## src/rtl/feature_frame_builder.sv

```systemverilog
// Serial feature words -> parallel frame for the detector.
// Optional partial-frame timeout + zero padding: FRAME_TIMEOUT_EN.
module feature_frame_builder #(
  parameter int NUM_FEAT    = 30,
  parameter int DW          = 10,
  parameter int TIMEOUT_CYC = 1000
) (
  input  logic          Clock,
  input  logic          Rst,
  input  logic [DW-1:0] sample_in,
  input  logic          sample_valid,
  output logic          sample_ready,
  input  logic          flush,
  output logic [DW-1:0] frame_out [0:NUM_FEAT-1],
  output logic          frame_valid,
  input  logic          frame_ack,
  output logic [4:0]    fill_count,
  output logic          pad_flag,
  output logic [1:0]    state
);

  localparam logic [1:0] S_FILL = 2'd0;
  localparam logic [1:0] S_HOLD = 2'd1;
  localparam logic [1:0] S_PAD  = 2'd2;
  localparam logic [4:0] LAST   = 5'(NUM_FEAT - 1);

  logic [1:0]    r_state;
  logic [1:0]    w_next;
  logic [4:0]    r_fill;
  logic          r_run;
  logic          r_pad;
  logic [DW-1:0] r_frame [0:NUM_FEAT-1];
  logic          w_accept;
  logic          w_last;
  logic          w_tmo_hit;

  assign w_accept = (r_state == S_FILL) && r_run
                  && sample_valid && !flush;
  assign w_last   = (r_fill == LAST);

`ifdef FRAME_TIMEOUT_EN
  localparam int TW = $clog2(TIMEOUT_CYC + 1);

  logic [TW-1:0] r_tmo;
  logic          w_idle;

  assign w_idle = (r_state == S_FILL) && !w_accept
                && !flush && (r_fill != 5'd0)
                && (r_fill != 5'(NUM_FEAT));
  assign w_tmo_hit = w_idle
                   && (r_tmo == TW'(TIMEOUT_CYC - 1));

  // Count idle cycles while a partial frame waits
  always_ff @(posedge Clock) begin
    if (!Rst)
      r_tmo <= '0;
    else if (w_idle && !w_tmo_hit)
      r_tmo <= r_tmo + TW'(1);
    else
      r_tmo <= '0;
  end
`else
  assign w_tmo_hit = 1'b0;
`endif

  // State register
  always_ff @(posedge Clock) begin
    if (!Rst)
      r_state <= S_FILL;
    else
      r_state <= w_next;
  end

  // Next-state decode
  always_comb begin
    w_next = r_state;
    unique case (r_state)
      S_FILL: begin
        if (w_accept && w_last)
          w_next = S_HOLD;
        else if (w_tmo_hit)
          w_next = S_PAD;
      end
      S_HOLD: begin
        if (frame_ack)
          w_next = S_FILL;
      end
`ifdef FRAME_TIMEOUT_EN
      S_PAD: begin
        if (w_last)
          w_next = S_HOLD;
      end
`endif
      default: w_next = S_FILL;
    endcase
  end

  // Frame storage, fill pointer and pad marker
  always_ff @(posedge Clock) begin
    if (!Rst) begin
      r_run  <= 1'b0;
      r_fill <= '0;
      r_pad  <= 1'b0;
      for (int i = 0; i < NUM_FEAT; i++)
        r_frame[i] <= '0;
    end else begin
      r_run <= 1'b1;
      unique case (r_state)
        S_FILL: begin
          if (flush) begin
            r_fill <= '0;
          end else if (w_accept) begin
            r_frame[r_fill] <= sample_in;
            r_fill <= r_fill + 5'd1;
          end
        end
        S_HOLD: begin
          if (frame_ack) begin
            r_fill <= '0;
            r_pad  <= 1'b0;
          end
        end
`ifdef FRAME_TIMEOUT_EN
        S_PAD: begin
          r_frame[r_fill] <= '0;
          r_fill <= r_fill + 5'd1;
          if (w_last)
            r_pad <= 1'b1;
        end
`endif
        default: ;
      endcase
    end
  end

  // Handshake outputs from state
  always_comb begin
    sample_ready = r_run && (r_state == S_FILL);
    frame_valid  = (r_state == S_HOLD);
  end

  assign state      = r_state;
  assign fill_count = r_fill;
  assign pad_flag   = r_pad;
  assign frame_out  = r_frame;

endmodule

```

## config.mk

```make
export PLATFORM = sky130hd
export DESIGN_NAME = feature_frame_builder
export DESIGN_NICKNAME = d
export VERILOG_FILES = /design/src/rtl/feature_frame_builder.sv
export SDC_FILE = /design/constraint.sdc
export NUM_CORES = 1
export LEC_CHECK = 0
export CAP_MARGIN = 10
export CORE_MARGIN = 8
export CORE_UTILIZATION = 45
export CTS_BUF_LIST = sky130_fd_sc_hd__clkbuf_8 sky130_fd_sc_hd__clkbuf_16
export DETAILED_ROUTE_END_ITERATION = 7
export GPL_TIMING_DRIVEN = 0
export PLACE_DENSITY_LB_ADDON = 0.12
export RECOVER_POWER = 25
export REMOVE_ABC_BUFFERS = 1
export SLEW_MARGIN = 20
export SYNTH_ARGS = -nofsm -noshare
export SYNTH_HDL_FRONTEND = slang
export SYNTH_SLANG_ARGS = --single-unit
```

## constraint.sdc

```tcl
create_clock -name Clock -period 4.5 [get_ports Clock]
set_clock_uncertainty 0.05 [all_clocks]
set_input_delay 0.9 -clock Clock [delete_from_list [all_inputs] [get_ports Clock]]
set_output_delay 0.9 -clock Clock [all_outputs]
set_load 0.1 [all_outputs]
```

### Word-level counts from Yosys, hierarchy flattened

Cells that the tools add are included.

* output and inout port bits: 310
* word-level logic and storage cells: 65
* input bits: 15
* register bits after elaboration: 308

* add/subtract/negate cells: 1
* reduce and logical (&&, ||, !) cells: 11
* magnitude comparators: 2
* bitwise gates (word level): 2
* equal/unequal tests: 5
* mux-type cells: 11

Operators by type and width (number)
* $bwmux W300: 1
* $demux W10 S5: 1
* $mux W5: 3
* $mux W10: 1
* $pmux W5 S2: 1
* $ge A6 B6 Y1 const B: 1
* $lt A6 B1 Y1 const B: 1
* $not A5 Y6: 1
* $reduce_and A3 Y1: 2
* $add A5 B1 Y5 const B: 1
* $eq A5 B5 Y1 const B: 1
* $logic_and A1 B1 Y1: 5
* $mux W2: 2
* $ne A2 B1 Y1 const B: 2
* $pmux W2 S2: 1
* $ne A3 B3 Y1 const B: 1
* $eq A2 B1 Y1 const B: 1
* $logic_not A2 Y1: 1
* $reduce_and A2 Y1: 1
* $reduce_bool A2 Y1: 1
* $logic_not A1 Y1: 1
* $mux W1: 1
* $not A1 Y1: 1

### Longest topological paths before layout

* word-level depth: 7
* mapped depth: 6
* gate-level depth less buffers: 4

### Least setup slack after synthesis

OpenSTA, ideal clock, no wires.

* kind: flip-flop to output port
* from: reg r_state[0] (netlist: state[0])
* to: out sample_ready
* path slack: 1399 ps
* required time: 3550 ps
* buffers on the path: 0
* stages on the path, launching flop included: 2
* arrival time: 2151 ps
* path through: dfxtp_1 nor2b_1

* cells in the longest elaborated chain, start to end: 2

RTL lines
* from (decl): line 27 `logic [1:0] r_state;`
* from (signal assigned): line 71 `r_state <= w_next;`
* $logic_not A2 Y1: line 138 `sample_ready = r_run && (r_state == S_FILL);`
* $logic_and A1 B1 Y1: line 138
* to (decl): line 12 `output logic sample_ready,`

No other way between the ends.

### Final worst setup path

* from: in flush
* to: reg r_frame (netlist bit frame_out[33])

* cells in the longest elaborated chain, start to end: 3
* elaborated cells between the ends (all ways): 4
* classes of those cells: bitwise: 1; reduce/logical: 3

RTL lines
* from (decl): line 13 `input logic flush,`
* $logic_not A1 Y1: line 38 `&& sample_valid && !flush;`
* $logic_and A1 B1 Y1: line 38
* $reduce_and A3 Y1 (no source line) *
* to (signal, indexed assignment): line 113 `r_frame[r_fill] <= sample_in;`
* to (decl): line 32 `logic [DW-1:0] r_frame [0:NUM_FEAT-1];`

Mark *: on every way between the ends. The rest lies on a longest branch, timed or not.
A chain may end at the register's enable or synchronous reset.

==> load_flow_metrics.sql <==
INSERT INTO impl_metrics (metric_group, metric, value, unit) VALUES
('place', 'placed_cells_incl_taps', '1652', ''),
('finish', 'fin_nets', '1378', ''),
('floorplanning', 'pin_count', '325', ''),
('worst_hold_path', 'hold_class', 'reg2reg', ''),
('global_route', 'grt_use_total', '21.0', '%'),
('floorplanning', 'start_util', '45.3', '%'),
('worst_setup_path', 'crit_path_max_fanout', '39', ''),
('floorplanning', 'fp.dieArea', '30400', 'um^2'),
('worst_setup_path', 'worst-path-buf-inv', '1', ''),
('pwr', 'leakage_power_figure', '7.95', 'nW'),
('finish', 'layout.filler_cells', '2045', ''),
('drt', 'route.detailed.drc', '0', ''),
('logic_synthesis', 'yosysSeqAreaShare', '54.5', '%'),
('pwr', 'vdd_drop_max', '0.268', 'mV'),
('logic_synthesis', 'synth-compound-area-share', '0.677', '%'),
('sta', 'max_clock_freq', '277', 'MHz'),
('logic_synthesis', 'post_synth.cell_area_avg', '10.3', 'um^2'),
('place', 'port_buffers', '322', ''),
('run', 'maxCapViolCount', '0', ''),
('worst_setup_path', 'max_stage_delay', '1240', 'ps'),
('sta', 'finalSetupViolCount', '0', ''),
('finish', 'post-route-cell-area', '15900', 'um^2'),
('place', 'gp_routability_congestion', '0.738', ''),
('finish', 'area_growth', '40.9', '%'),
('global_route', 'grt_pass1_wl', '50600', 'um'),
('worst_setup_path', 'cp_required', '4860', 'ps'),
('logic_synthesis', 'ys_seq_elements', '307', ''),
('clocking', 'cts_tree', 'done', ''),
('worst_setup_path', 'cp.arrival', '3970', 'ps'),
('sta', 'setup-tns-final', '0', 'ps'),
('drt', 'via_density_per_instance', '4.93', ''),
('worst_setup_path', 'path_cells', 'dlygate4sd3_1 -> and4bb_1 -> nand3_1 -> mux2i_1', ''),
('worst_setup_path', 'critical_path.startpoint_type', 'input pin', ''),
('clocking', 'post_cts_setup_buffers', '0', ''),
('clocking', 'tritoncts.num_buffers', '35', ''),
('worst_setup_path', 'path_delay_family', 'simple AND/OR/NAND/NOR gates', ''),
('floorplanning', 'rows', '58', ''),
('clocking', 'number_of_h_tree_levels', '2', ''),
('worst_setup_path', 'worstSetupPathType', 'in2reg', ''),
('clocking', 'ctsHoldBuffers', '0', ''),
('logic_synthesis', 'synth_mux_area_share', '26.6', '%'),
('place', 'detailed_place_hpwl', '23000', 'um'),
('logic_synthesis', 'post_synth_design_cell_area', '11300', 'um^2'),
('finish', 'layout_commonest_cell', 'dfxtp_1', ''),
('place', 'place_ws', '1010', 'ps'),
('place', 'place_area', '14700', 'um^2'),
('sta', 'count_of_final_hold_check_violations', '0', ''),
('logic_synthesis', 'synth_warnings', '0', ''),
('run_status', 'outcome', 'completed', ''),
('logic_synthesis', 'synthesis.instances', '1096', ''),
('drt', 'vias_post_dr', '8444', ''),
('logic_synthesis', 'synth.area.top_cells', 'dfxtp_1 54%, mux2i_1 27%, nand2_1 10%', ''),
('drt', 'first_iter_violations', '401', ''),
('finish', 'share_of_post_route_cells_with_drive_strength_above_1', '5.85', '%'),
('finish', 'insertedDiodeCount', '0', ''),
('floorplanning', 'die_h', '174', 'um'),
('floorplanning', 'chipWidth', '174', 'um'),
('global_route', 'first_global_vias', '8357', ''),
('global_route', 'grt_start_max_net_pins', '123', ''),
('logic_synthesis', 'post_synth_and_or_nand_nor_area_fraction', '13.1', '%'),
('clocking', 'cts.path.max_buffers', '3', ''),
('drt', 'drt.antenna.violating_nets', '0', ''),
('floorplanning', 'core_region_area', '24900', 'um^2'),
('finish', 'finish.cell_count_without_fillers', '1714', ''),
('global_route', 'initial_antenna_violation_count', '0', ''),
('logic_synthesis', 'adder_and_majority_cell_fraction_of_the_synthesized_area', '0.444', '%'),
('finish', 'area_used_by_multi_input_combinational_logic', '4630', 'um^2'),
('drt', 'drt_pre_antenna_iters', '4', ''),
('sta', 'layout_setup_ws', '891', 'ps'),
('sta', 'worst_hold_slack', '406', 'ps'),
('sta', 'slew-limit-headroom', '5.44', '%');
-- worst paths after layout --
path,end,cells after the start,start,slack (ps)
min reg2reg,frame_out[253]$_SDFFE_PN0P_,2,frame_out[253]$_SDFFE_PN0P_,410
min,frame_out[253]$_SDFFE_PN0P_,2,frame_out[253]$_SDFFE_PN0P_,410
max,frame_out[33]$_SDFFE_PN0P_,4,flush,890
max reg2reg,frame_out[33]$_SDFFE_PN0P_,3,state[0]$_SDFFE_PN0P_,1490
-- through the flow --
stage | utilization [%] | power [mW]
final | 63.8 | 5.75
after global routing | 63.8 | 5.93
after CTS | 63.9 | 5.81
after detailed placement | 59.2 | 3.02
after global placement | 57.9 | 2.99
after floorplan | - | 2.88
-- cells in the mapped netlist, drive strengths merged --
master,instances
inv,3
a21oi,2
a211oi,3
o21ai,1
buf,44
a311oi,2
a41oi,1
and4bb,1
nand2b,1
dfxtp,307
and3b,3
nor2,3
a31oi,1
nand2,314
mux2i,300
ha,4
clkbuf,64
nor3b,3
conb,1
nor3,1
nand3,32
o22ai,1
nand4b,1
and3,1
nor2b,2
-- cells by family (layout without fill, tap and decap cells) --
| logic type | Yosys count | count (layout) |
|---|---|---|
| adder cells (fa/ha/maj) | 4 | 4 |
| other | 1 | 2 |
| flip-flops | 307 | 307 |
| AND/OR/NAND/NOR | 362 | 362 |
| multiplexers | 300 | 300 |
| AO/OA/AOI/OAI | 11 | 11 |
| buffers and inverters | 111 | 398 |
-- worst register-to-register path, stage by stage (launching register included) --
cell and delay [ps]:
dfxtp_1 370, and4bb_1 1240, nand3_1 900, mux2i_1 360
-- state kept, by name (all words and copies together), names as in the netlist --
| register | count |
|---|---|
| frame_out | 300 |
| fill_count | 5 |
| r_run | 1 |
| state | 1 |
-- report_power, final --
group | leakage [nW] | total (mW) | switching (mW) | internal [mW]
clock | 0.607 | 2.79 | 1.08 | 1.70
combinational | 4.87 | 0.233 | 0.173 | 0.0605
sequential | 2.47 | 2.73 | 0.00333 | 2.72
-- metal layers --
metal / wire length, um / up-vias / global-route usage (%)
li1: - / 4137 / -
met1: 14200 / 4020 / 25.5
met2: 15500 / 250 / 34.5
met3: 2950 / 37 / 8.18
met4: 487 / 0 / 4.49
met5: 0 / - / 0
-- area by class of cell --
class	count	area share [%]
Inverter	3	0.0709
Sequential cell	307	38.7
Timing Repair Buffer	333	22.2
Multi-Input combinational cell	679	29.2
Clock inverter	15	0.575
Tap cell	330	2.60
Clock buffer	47	6.69
Note: power is estimated with default switching activity, not from simulation.
